<file path="src/rtl/uint_add_pkg.sv">
// Shared encodings and sizing helpers for the registered unsigned adder/accumulator.
package uint_add_pkg;

  // Operation select carried on the mode input.
  localparam logic [1:0] MODE_ADD   = 2'b00;
  localparam logic [1:0] MODE_ACCUM = 2'b01;
  localparam logic [1:0] MODE_LOAD  = 2'b10;
  localparam logic [1:0] MODE_RSVD  = 2'b11;

  typedef enum logic [1:0] {
    OP_ADD   = MODE_ADD,
    OP_ACCUM = MODE_ACCUM,
    OP_LOAD  = MODE_LOAD,
    OP_RSVD  = MODE_RSVD
  } op_mode_e;

  // Width of the full sum including the carry bit.
  function automatic int sum_width(input int w);
    return w + 1;
  endfunction

endpackage

</file>
<file path="src/rtl/uint_add_carry.sv">
// Combinational WIDTH-bit unsigned adder exposing the carry-out.
module uint_add_carry
  import uint_add_pkg::*;
#(
  parameter int WIDTH = 3
) (
  input  logic [WIDTH-1:0] in0,
  input  logic [WIDTH-1:0] in1,
  output logic [WIDTH-1:0] out,
  output logic             cout
);

  localparam int SUM_W = sum_width(WIDTH);

  logic [SUM_W-1:0] w_sum;

  assign w_sum = {1'b0, in0} + {1'b0, in1};
  assign out   = w_sum[WIDTH-1:0];
  assign cout  = w_sum[WIDTH];

endmodule

</file>
<file path="src/rtl/uint_add_accum.sv">
// Registered unsigned add / accumulate stage with ready/valid on both sides.
// One output register; a new operand set may be accepted in the same cycle
// the current result is taken, so full throughput needs no skid buffer.
module uint_add_accum
  import uint_add_pkg::*;
#(
  parameter int               WIDTH    = 3,
  parameter bit               SATURATE = 1'b0,
  parameter logic [WIDTH-1:0] ACC_INIT = '0
) (
  input  logic             CLK,
  input  logic             ASYNCRESET,
  input  logic             in_valid,
  output logic             in_ready,
  input  logic [WIDTH-1:0] I0,
  input  logic [WIDTH-1:0] I1,
  input  logic [1:0]       mode,
  output logic             out_valid,
  input  logic             out_ready,
  output logic [WIDTH-1:0] O,
  output logic             COUT,
  output logic [WIDTH-1:0] acc
);

  logic [WIDTH-1:0] r_o;
  logic             r_cout;
  logic             r_out_valid;
  logic [WIDTH-1:0] r_acc;

  op_mode_e         w_mode;
  logic             w_accept;
  logic [WIDTH-1:0] w_op_a;
  logic [WIDTH-1:0] w_op_b;
  logic [WIDTH-1:0] w_sum;
  logic             w_sum_cout;
  logic [WIDTH-1:0] w_result;
  logic             w_carry;
  logic             w_acc_upd;

  // Ready only depends on the output register, never on in_valid.
  assign in_ready = !r_out_valid || out_ready;
  assign w_accept = in_valid && in_ready;
  assign w_mode   = op_mode_e'(mode);

  // Operand select: ACCUM adds I0 into the accumulator, everything else adds I0+I1.
  always_comb begin
    w_op_a    = I0;
    w_op_b    = I1;
    w_acc_upd = 1'b0;
    case (w_mode)
      OP_ACCUM: begin
        w_op_a    = r_acc;
        w_op_b    = I0;
        w_acc_upd = 1'b1;
      end
      OP_LOAD: begin
        w_acc_upd = 1'b1;
      end
      default: begin
        w_op_a = I0;
        w_op_b = I1;
      end
    endcase
  end

  uint_add_carry #(
    .WIDTH (WIDTH)
  ) u_add (
    .in0  (w_op_a),
    .in1  (w_op_b),
    .out  (w_sum),
    .cout (w_sum_cout)
  );

  // Result select: LOAD passes I0 with no carry; otherwise wrap or clamp on carry.
  always_comb begin
    w_result = w_sum;
    w_carry  = w_sum_cout;
    if (w_mode == OP_LOAD) begin
      w_result = I0;
      w_carry  = 1'b0;
    end else if (SATURATE && w_sum_cout) begin
      w_result = '1;
    end
  end

  // Output and accumulator registers; stalled results hold, reset drops them.
  always_ff @(posedge CLK or posedge ASYNCRESET) begin
    if (ASYNCRESET) begin
      r_o         <= '0;
      r_cout      <= 1'b0;
      r_out_valid <= 1'b0;
      r_acc       <= ACC_INIT;
    end else if (w_accept) begin
      r_o         <= w_result;
      r_cout      <= w_carry;
      r_out_valid <= 1'b1;
      if (w_acc_upd) begin
        r_acc <= w_result;
      end
    end else if (out_ready) begin
      r_out_valid <= 1'b0;
    end
  end

  assign O         = r_o;
  assign COUT      = r_cout;
  assign out_valid = r_out_valid;
  assign acc       = r_acc;

endmodule

</file>
<file path="config.mk">
export PLATFORM = sky130hd
export DESIGN_NAME = uint_add_accum
export DESIGN_NICKNAME = d
export VERILOG_FILES = /design/src/rtl/uint_add_pkg.sv /design/src/rtl/uint_add_carry.sv /design/src/rtl/uint_add_accum.sv
export SDC_FILE = /design/constraint.sdc
export NUM_CORES = 1
export LEC_CHECK = 0
export ABC_AREA = 1
export BUFFER_PORTS_ARGS = -buffer_cell sky130_fd_sc_hd__buf_2
export CAP_MARGIN = 10
export CORE_AREA = 5 5 42 44
export CTS_CLUSTER_DIAMETER = 50
export CTS_CLUSTER_SIZE = 25
export DETAILED_ROUTE_END_ITERATION = 10
export DIE_AREA = 0 0 47 49
export MAX_ROUTING_LAYER = met4
export PLACE_DENSITY = 0.83
export SLEW_MARGIN = 20
export SYNTH_ARGS = -nofsm -noshare
export SYNTH_HDL_FRONTEND = slang
export SYNTH_SLANG_ARGS = --single-unit
export TNS_END_PERCENT = 20
</file>
<file path="constraint.sdc">
create_clock -name CLK -period 2.1 [get_ports CLK]
set_clock_uncertainty 0.15 [all_clocks]
set_input_delay 0.21 -clock CLK [delete_from_list [all_inputs] [get_ports CLK]]
set_output_delay 0.21 -clock CLK [all_outputs]
set_load 0.02 [all_outputs]
</file>
==> out/qor.yml, run 1 <==
status: "complete, no violations"
layout_min_cycle_time_ns: 1.86
seqCellArea_um2: 200
finalNonFillerCells: 122
cp.arrival_ns: 1.90
multiInputGateArea_um2: 337
finalWirelength_um: 1300
p_sw_mw: 0.217
fin_util: 0.544
setup_viol: 0
post-cts-setup-buffer-count: 0
overflow: 0
fp.coreArea_um2: 1400
io_buffers: 20
path_class: "primary input to flop"
worst_hold_slack_ns: 0.0993
cp_top_family: "adder cells"
postRouteAntennaNets: 0
post-place-ws_ns: -0.00506
grt_max_degree: 9
worstRegToRegCells: 8
start_util: 0.429
ys_seq_elements: 8
tightestPinTransition_ns: 0.302
n_fill_cell: 149
clockBufferDepth: 2
antenna_cells: 0
max_cap_viol_count: 0
swShare: 0.390
die_y_um: 49
whs_path_depth: 4
crit_chain: "buf_2, inv_1, ha_1, nor2_1, a21oi_1, ha_1, inv_1, fa_1, o21ai_0, nand2_1, nand2_1"
synthCells: 81
rows: 14
yosysWarnings: 0
crit_slowest_cell: "fa_1"
vdd_ir_drop_max_uv: 482
slew_violations: 0
clk_latency_ns: 0.25
synth.distinct_cells: 15
final_common_cell: "nand2_1"
power_density_nw_per_um2: 728
ys_seq_area_frac: 0.333
worstPathMaxFanout: 5
drc_errors: 0
hpwlAfterDp_um: 1100
max_freq_ghz: 0.538
cp.required_ns: 2.14
post-route-period-util: 0.885
tns_ns: 0
rr_endpoint: "acc[1]$_DFFE_PP0P_"
cts_tree: "built"
dp_cells: 118
endpoint_kind: "flop"
cts_max_level: 1
ioPinCount: 21
cts_buffers: 3
path_buf_inv: 3
p_leak_nw: 0.467
drtIter0Drc: 5
die_area_um2: 2300
final_cell_mix: "nand2_1, buf_2, inv_1"
wl_per_cell_um: 10.7
area_delta_synth_final_pct: 26.6
clkSinkCount: 8
reg2reg_slack_ns: 0.27
viasPerCell: 4.66
place_congestion: 0.805
p_seq_frac: 0.384
cpPeakStageDelay_ns: 0.42
internal-power_mw: 0.338
syn_nets: 100
grt_pass1_vias: 587
final_nets: 127
pwr-share-clk: 0.203
comb_power_share: 0.413
vias: 569
final_layout_size_suffix_gt1_frac: 0.283
synth_area_um2: 602
worstReg2RegStart: "acc[0]$_DFFE_PP0P_"
clk_pin_slew_ns: 0.05
cts_root_buffer: "clkbuf_4"
hold_class: "primary input to flop"
finalWorstSetupSlack_ns: 0.242
relSlewSlack: 0.799
grt_usage: 0.155
grt_pass1_wl_um: 2530
antenna_found_initial: 0
avgSynthCellArea_um2: 7.43
finalHoldViolations: 0
startpoint_type: "primary input"
hold_path_end: "out_valid$_DFFE_PP0P_"
rsz0062_at_grt: "false"
hold_path_startpoint: "out_ready"
die_x_um: 47
dr.pass1.iters: 4
-- logic make-up after synthesis --
family | after synthesis | share of synthesized area
flops | 8 | 0.333
buf+inv | 16 | 0.108
fa+ha+maj | 7 | 0.158
simple gates | 41 | 0.326
compound gates | 9 | 0.0748
-- registers in the layout (all words and copies together) (netlist names) --
name and cells:
COUT 1, O 3, acc 3, out_valid 1
-- through the flow --
| stage | total power [mW] | area (um^2) |
|---|---|---|
| detailed placement | 0.446 | 729 |
| global route | 0.613 | 762 |
| floorplan | 0.366 | 602 |
| CTS | 0.565 | 762 |
| finish | 0.555 | 762 |
| global placement | 0.435 | 729 |
-- power by group through the flow --
stage / registers, mW / logic [mW] / clock network (mW)
after floorplan: 0.258 / 0.108 / 0
after global placement: 0.216 / 0.220 / 0
after detailed placement: 0.217 / 0.230 / 0
after CTS: 0.214 / 0.232 / 0.118
after global routing: 0.219 / 0.262 / 0.132
final: 0.213 / 0.229 / 0.113
-- worst register-to-register path: cells and delay by family, from the launching register on --
| family | cells | cell delay (ns) |
|---|---|---|
| fa+ha+maj | 2 | 0.61 |
| compound gates | 2 | 0.31 |
| simple gates | 3 | 0.22 |
| buf+inv | 1 | 0.08 |
| flops | 1 | 0.39 |
-- cell usage after synthesis, drive strengths merged --
master  count  area share
fa          1       0.033
nand3       3       0.025
o21ai       6       0.050
ha          6        0.12
nand2      35        0.27
dfrtp       8        0.33
inv        16        0.11
nor2        3       0.031
a21oi       3       0.025
-- what timing repair did --
item	4_1_cts	5_1_grt
resized for setup	0	0
setup endpoints to repair	0	0
hold buffers	1	0
hold endpoints to repair	8	0
-- layer usage --
layer	GRT usage	up-vias	routed length, um
met2	0.256	14	728
met5	-	-	0
met3	0.0554	0	59
li1	-	296	-
met4	0.0415	0	0
met1	0.171	259	515
-- layout make-up --
class                      instances  area share
multi-input combinational         57       0.442
sequential                         8       0.263
timing repair buffer              22       0.154
inverter                          16      0.0854
clock buffer                       3      0.0296
tap                               16      0.0263
-- worst max-delay path by stage --
stage,from,endpoint,cells past startpoint,slack [ns]
3_3_place_gp,mode[1],acc[1]$_DFFE_PP0P_,11,0.09
4_1_cts,mode[1],acc[1]$_DFFE_PP0P_,11,0.25
6_report,mode[1],acc[1]$_DFFE_PP0P_,11,0.24
2_1_floorplan,mode[1],acc[1]$_DFFE_PP0P_,10,0.28
3_5_place_dp,mode[1],acc[1]$_DFFE_PP0P_,11,-0.005
5_1_grt,mode[1],O[2]$_DFFE_PP0P_,14,0.08
Note: power is estimated with default switching activity, not from simulation.
==> inputs of run 2 (changes only) <==
--- a/config.mk
+++ b/config.mk
@@ -8,13 +8,13 @@
 export ABC_AREA = 1
 export BUFFER_PORTS_ARGS = -buffer_cell sky130_fd_sc_hd__buf_2
 export CAP_MARGIN = 10
-export CORE_AREA = 5 5 42 44
+export CORE_MARGIN = 5
+export CORE_UTILIZATION = 42
 export CTS_CLUSTER_DIAMETER = 50
 export CTS_CLUSTER_SIZE = 25
 export DETAILED_ROUTE_END_ITERATION = 10
-export DIE_AREA = 0 0 47 49
 export MAX_ROUTING_LAYER = met4
-export PLACE_DENSITY = 0.83
+export PLACE_DENSITY = 0.82
 export SLEW_MARGIN = 20
 export SYNTH_ARGS = -nofsm -noshare
 export SYNTH_HDL_FRONTEND = slang
==> constraint.sdc (replaced) <==
create_clock -name CLK -period 1.6 [get_ports CLK]
set_clock_uncertainty 0.15 [all_clocks]
set_input_delay 0.16 -clock CLK [delete_from_list [all_inputs] [get_ports CLK]]
set_output_delay 0.16 -clock CLK [all_outputs]
set_load 0.02 [all_outputs]
==> out/qor.yml, run 2 (same netlist as run 1, synthesis figures left out) <==
status: "finished, violations left"
violations: "negative setup slack"
finalWorstSetupSlack_ns: -0.0577
die_x_um: 47.9
hold_class: "primary input to flop"
post-place-ws_ns: -0.320
worstPathMaxFanout: 2
final_nets: 133
fin_util: 0.644
drc_errors: 0
startpoint_type: "flop"
postRouteAntennaNets: 0
clockBufferDepth: 2
cts_root_buffer: "clkbuf_4"
area_delta_synth_final_pct: 42.6
total_power_mw: 0.812
start_util: 0.451
post-route-period-util: 1.04
tightestPinTransition_ns: 0.295
rr_endpoint: "acc[1]$_DFFE_PP0P_"
path_class: "flop to flop"
endpoint: "acc[1]$_DFFE_PP0P_"
hpwlAfterDp_um: 1080
dp_cells: 122
wl_per_cell_um: 10.2
final_layout_size_suffix_gt1_frac: 0.416
cts_max_level: 1
layout_min_cycle_time_ns: 1.66
finalHoldViolations: 0
fp.coreArea_um2: 1330
grt_pass1_vias: 552
finalNonFillerCells: 128
antenna_found_initial: 0
cp.required_ns: 1.65
finalWirelength_um: 1310
rows: 13
worst_hold_slack_ns: 0.0418
startpoint: "acc[0]$_DFFE_PP0P_"
final_common_cell: "nand2_1"
reg2reg_slack_ns: -0.06
cts_tree: "built"
vdd_ir_drop_max_uv: 332
rsz0062_at_grt: "true"
endpoint_kind: "flop"
slew_violations: 0
grt_max_degree: 9
max_freq_ghz: 0.603
viasPerCell: 4.61
power_density_nw_per_um2: 946
die_y_um: 47.9
worstReg2RegStart: "acc[0]$_DFFE_PP0P_"
clkSinkCount: 8
final_cell_mix: "nand2_1, buf_2, inv_1"
cp.arrival_ns: 1.71
die_area_um2: 2290
clk_latency_ns: 0.27
p_leak_nw: 0.492
grt_usage: 0.147
grt_pass1_wl_um: 2210
dr.pass1.iters: 4
place_congestion: 0.799
cts_buffers: 3
setup_viol: 4
clk_pin_slew_ns: 0.06
io_buffers: 20
relSlewSlack: 0.803
overflow: 0
antenna_cells: 0
drtIter0Drc: 6
max_cap_viol_count: 0
vias: 590
worstRegToRegCells: 8
ioPinCount: 21
-- run 2: cell type report --
type                            instances  area (um^2)
Timing Repair Buffer                   28          163
Clock buffer                            4         26.3
Multi-Input combinational cell         57          380
Inverter                               16         68.8
Fill cell                             111          475
Sequential cell                         8          201
Tap cell                               15         18.8
-- run 2: metrics by stage --
| step | cell area (um^2) | setup TNS [ns] |
|---|---|---|
| 3_5_place_dp | 812 | -1.36 |
| 2_1_floorplan | 648 | -0.333 |
| 3_3_place_gp | 812 | -1.18 |
| 4_1_cts | 851 | -0.182 |
| 5_1_grt | 858 | -0.526 |
| 6_report | 858 | -0.163 |
-- run 2: metal layers --
layer  part of all wire  vias up  track usage
met5                  0        -            -
met4              0.011        0       0.0806
met3              0.065        2       0.0564
met2               0.51       17        0.237
met1               0.41      261        0.151
li1                   -      310            -
-- run 2: where the power goes --
part	switching (mW)	leakage (nW)	internal, mW	total, mW
logic	0.208	0.380	0.151	0.359
registers	0.0307	0.0979	0.250	0.281
clock network	0.0756	0.0150	0.0958	0.171
-- run 2: how the worst min path moves through the flow --
| stage | from | endpoint | depth (start not counted) |
|---|---|---|---|
| 2_1_floorplan | ASYNCRESET | COUT$_DFFE_PP0P_ | 1 |
| 3_3_place_gp | ASYNCRESET | O[0]$_DFFE_PP0P_ | 2 |
| 3_5_place_dp | ASYNCRESET | O[2]$_DFFE_PP0P_ | 2 |
| 4_1_cts | out_ready | out_valid$_DFFE_PP0P_ | 4 |
| 5_1_grt | out_ready | out_valid$_DFFE_PP0P_ | 4 |
| 6_report | out_ready | out_valid$_DFFE_PP0P_ | 4 |
-- run 2: worst max-delay path: stages, from the launching register on --
cell,delay [ns]
dfrtp_2,0.41
nand2_2,0.06
o21ai_2,0.05
ha_2,0.19
inv_2,0.05
fa_2,0.43
o21ai_2,0.13
nand2_1,0.06
nand2_1,0.06
-- run 2: repair_timing --
| action | in CTS | in global routing |
|---|---|---|
| hold buffers | 1 | 0 |
| setup endpoints to repair | 4 | 4 |
| pin swaps | 3 | 4 |
| setup buffers | 0 | 1 |
| hold endpoints to repair | 8 | 0 |
| gates resized for setup | 2 | 0 |
==> inputs of run 3 (changes only) <==
==> constraint.sdc (replaced) <==
create_clock -name CLK -period 1.4 [get_ports CLK]
set_clock_uncertainty 0.15 [all_clocks]
set_input_delay 0.14 -clock CLK [delete_from_list [all_inputs] [get_ports CLK]]
set_output_delay 0.14 -clock CLK [all_outputs]
set_load 0.02 [all_outputs]
==> out/qor.yml, run 3 (same netlist as run 1, synthesis figures left out) <==
violations: "negative setup slack"
overflow: 0
tns_ns: -1.05
crit_slowest_cell: "fa_2"
grt_pass1_wl_um: 2230
setup_viol: 5
grtUsageMet3: 0.0602
fp.coreArea_um2: 1330
crit_chain: "nand2_2, o21ai_2, ha_2, inv_2, fa_2, o21ai_2, nand2_1, nand2_1"
post-route-period-util: 1.19
reg2reg_slack_ns: -0.26
cp.required_ns: 1.44
grt_max_degree: 9
power_density_nw_per_um2: 1070
rr_endpoint: "acc[1]$_DFFE_PP0P_"
ioPinCount: 21
cts_buffers: 3
startpoint_type: "flop"
rsz0062_at_grt: "true"
p_leak_nw: 0.491
startpoint: "acc[0]$_DFFE_PP0P_"
worst_hold_slack_ns: 0.0359
path_depth: 8
fin_util: 0.644
antenna_cells: 0
clk_pin_slew_ns: 0.06
relSlewSlack: 0.796
internal-power_mw: 0.569
postRouteAntennaNets: 0
tightestPinTransition_ns: 0.305
grtUsageMet1: 0.164
comb_power_share: 0.451
p_seq_frac: 0.346
cts_root_buffer: "clkbuf_4"
busiest_layer: "met2"
total_power_mw: 0.922
final_cell_mix: "nand2_1, buf_2, inv_1"
worstReg2RegStart: "acc[0]$_DFFE_PP0P_"
postPlaceCellArea_um2: 820
path_buf_inv: 1
finalWirelength_um: 1350
endpoint: "acc[1]$_DFFE_PP0P_"
hold_class: "primary input to flop"
worstPathMaxFanout: 2
vdd_ir_drop_max_uv: 588
slew_violations: 0
endpoint_kind: "flop"
drtIter0Drc: 26
p_sw_mw: 0.353
cts_tree: "built"
swShare: 0.383
cpPeakStageDelay_ns: 0.42
die_y_um: 47.9
pwr-share-clk: 0.203
rows: 13
drc_errors: 0
finalWorstSetupSlack_ns: -0.261
wl_per_cell_um: 10.5
dr.pass1.iters: 4
area_delta_synth_final_pct: 42.6
status: "finished, violations left"
place_congestion: 0.769
worstRegToRegCells: 8
cts_max_level: 1
clockBufferDepth: 2
path_class: "flop to flop"
die_area_um2: 2290
final_layout_size_suffix_gt1_frac: 0.425
cp.arrival_ns: 1.70
finalNonFillerCells: 128
vias: 600
clkSinkCount: 8
final_common_cell: "nand2_1"
max_freq_ghz: 0.602
final_nets: 133
gr-usage-met2: 0.224
finalInstanceArea_um2: 858
layout_min_cycle_time_ns: 1.66
grt_pass1_vias: 562
io_buffers: 20
finalHoldViolations: 0
post-place-ws_ns: -0.502
start_util: 0.451
antenna_found_initial: 0
dp_cells: 123
clk_latency_ns: 0.26
cp_top_family: "adder cells"
hpwlAfterDp_um: 1160
die_x_um: 47.9
max_cap_viol_count: 0
viasPerCell: 4.69
grt_usage: 0.141
n_fill_cell: 121
==> run 3: cell types whose count changed in the layout (fill, tap and decap cells not counted) <==
| cell | change |
|---|---|
| inv_1 | -1 |
| inv_2 | +1 |
| o21ai_0 | -1 |
| o21ai_1 | +1 |
==> run 3: cell type report <==
cell class,count,area (um^2),share of cell area
multi-input combinational,57,380,0.443
inverter,16,68.8,0.0802
timing repair buffer,28,163,0.190
sequential,8,201,0.235
clock buffer,4,26.3,0.0306
tap,15,18.8,0.0219
==> run 3: worst min-delay path by stage <==
stage          startpoint               endpoint  slack, ns  cells after the start
4_1_cts         out_ready  out_valid$_DFFE_PP0P_       0.04                      4
3_3_place_gp   ASYNCRESET       O[0]$_DFFE_PP0P_      -0.06                      2
3_5_place_dp   ASYNCRESET       O[0]$_DFFE_PP0P_      -0.06                      2
2_1_floorplan  ASYNCRESET       COUT$_DFFE_PP0P_      -0.19                      1
6_report        out_ready  out_valid$_DFFE_PP0P_       0.04                      4
5_1_grt         out_ready  out_valid$_DFFE_PP0P_       0.05                      4
==> run 3: power by group through the flow <==
stage	registers, mW	clock network (mW)	logic, mW
floorplan	0.389	0	0.181
detailed placement	0.321	0	0.416
global route	0.322	0.206	0.464
global placement	0.320	0	0.407
finish	0.319	0.187	0.416
CTS	0.319	0.196	0.423
==> run 3: tightest hold or removal path, stage by stage <==
cell     delay (ns)
buf_2          0.08
inv_2          0.04
nand2_4        0.08
nand2_1        0.06
==> run 3: metal layers <==
layer  wire length (um)  up-vias
met4                  0        0
met5                  0        -
li1                   -      311
met2                716       16
met3                 88        0
met1                545      273
==> run 3: repair_timing <==
action | 4_1_cts | 5_1_grt
buffers inserted | 0 | 0
hold buffers | 1 | 0
endpoints found under the setup margin | 5 | 5
gates resized for setup | 2 | 1
hold endpoints to repair | 8 | 0
pin swaps | 4 | 3
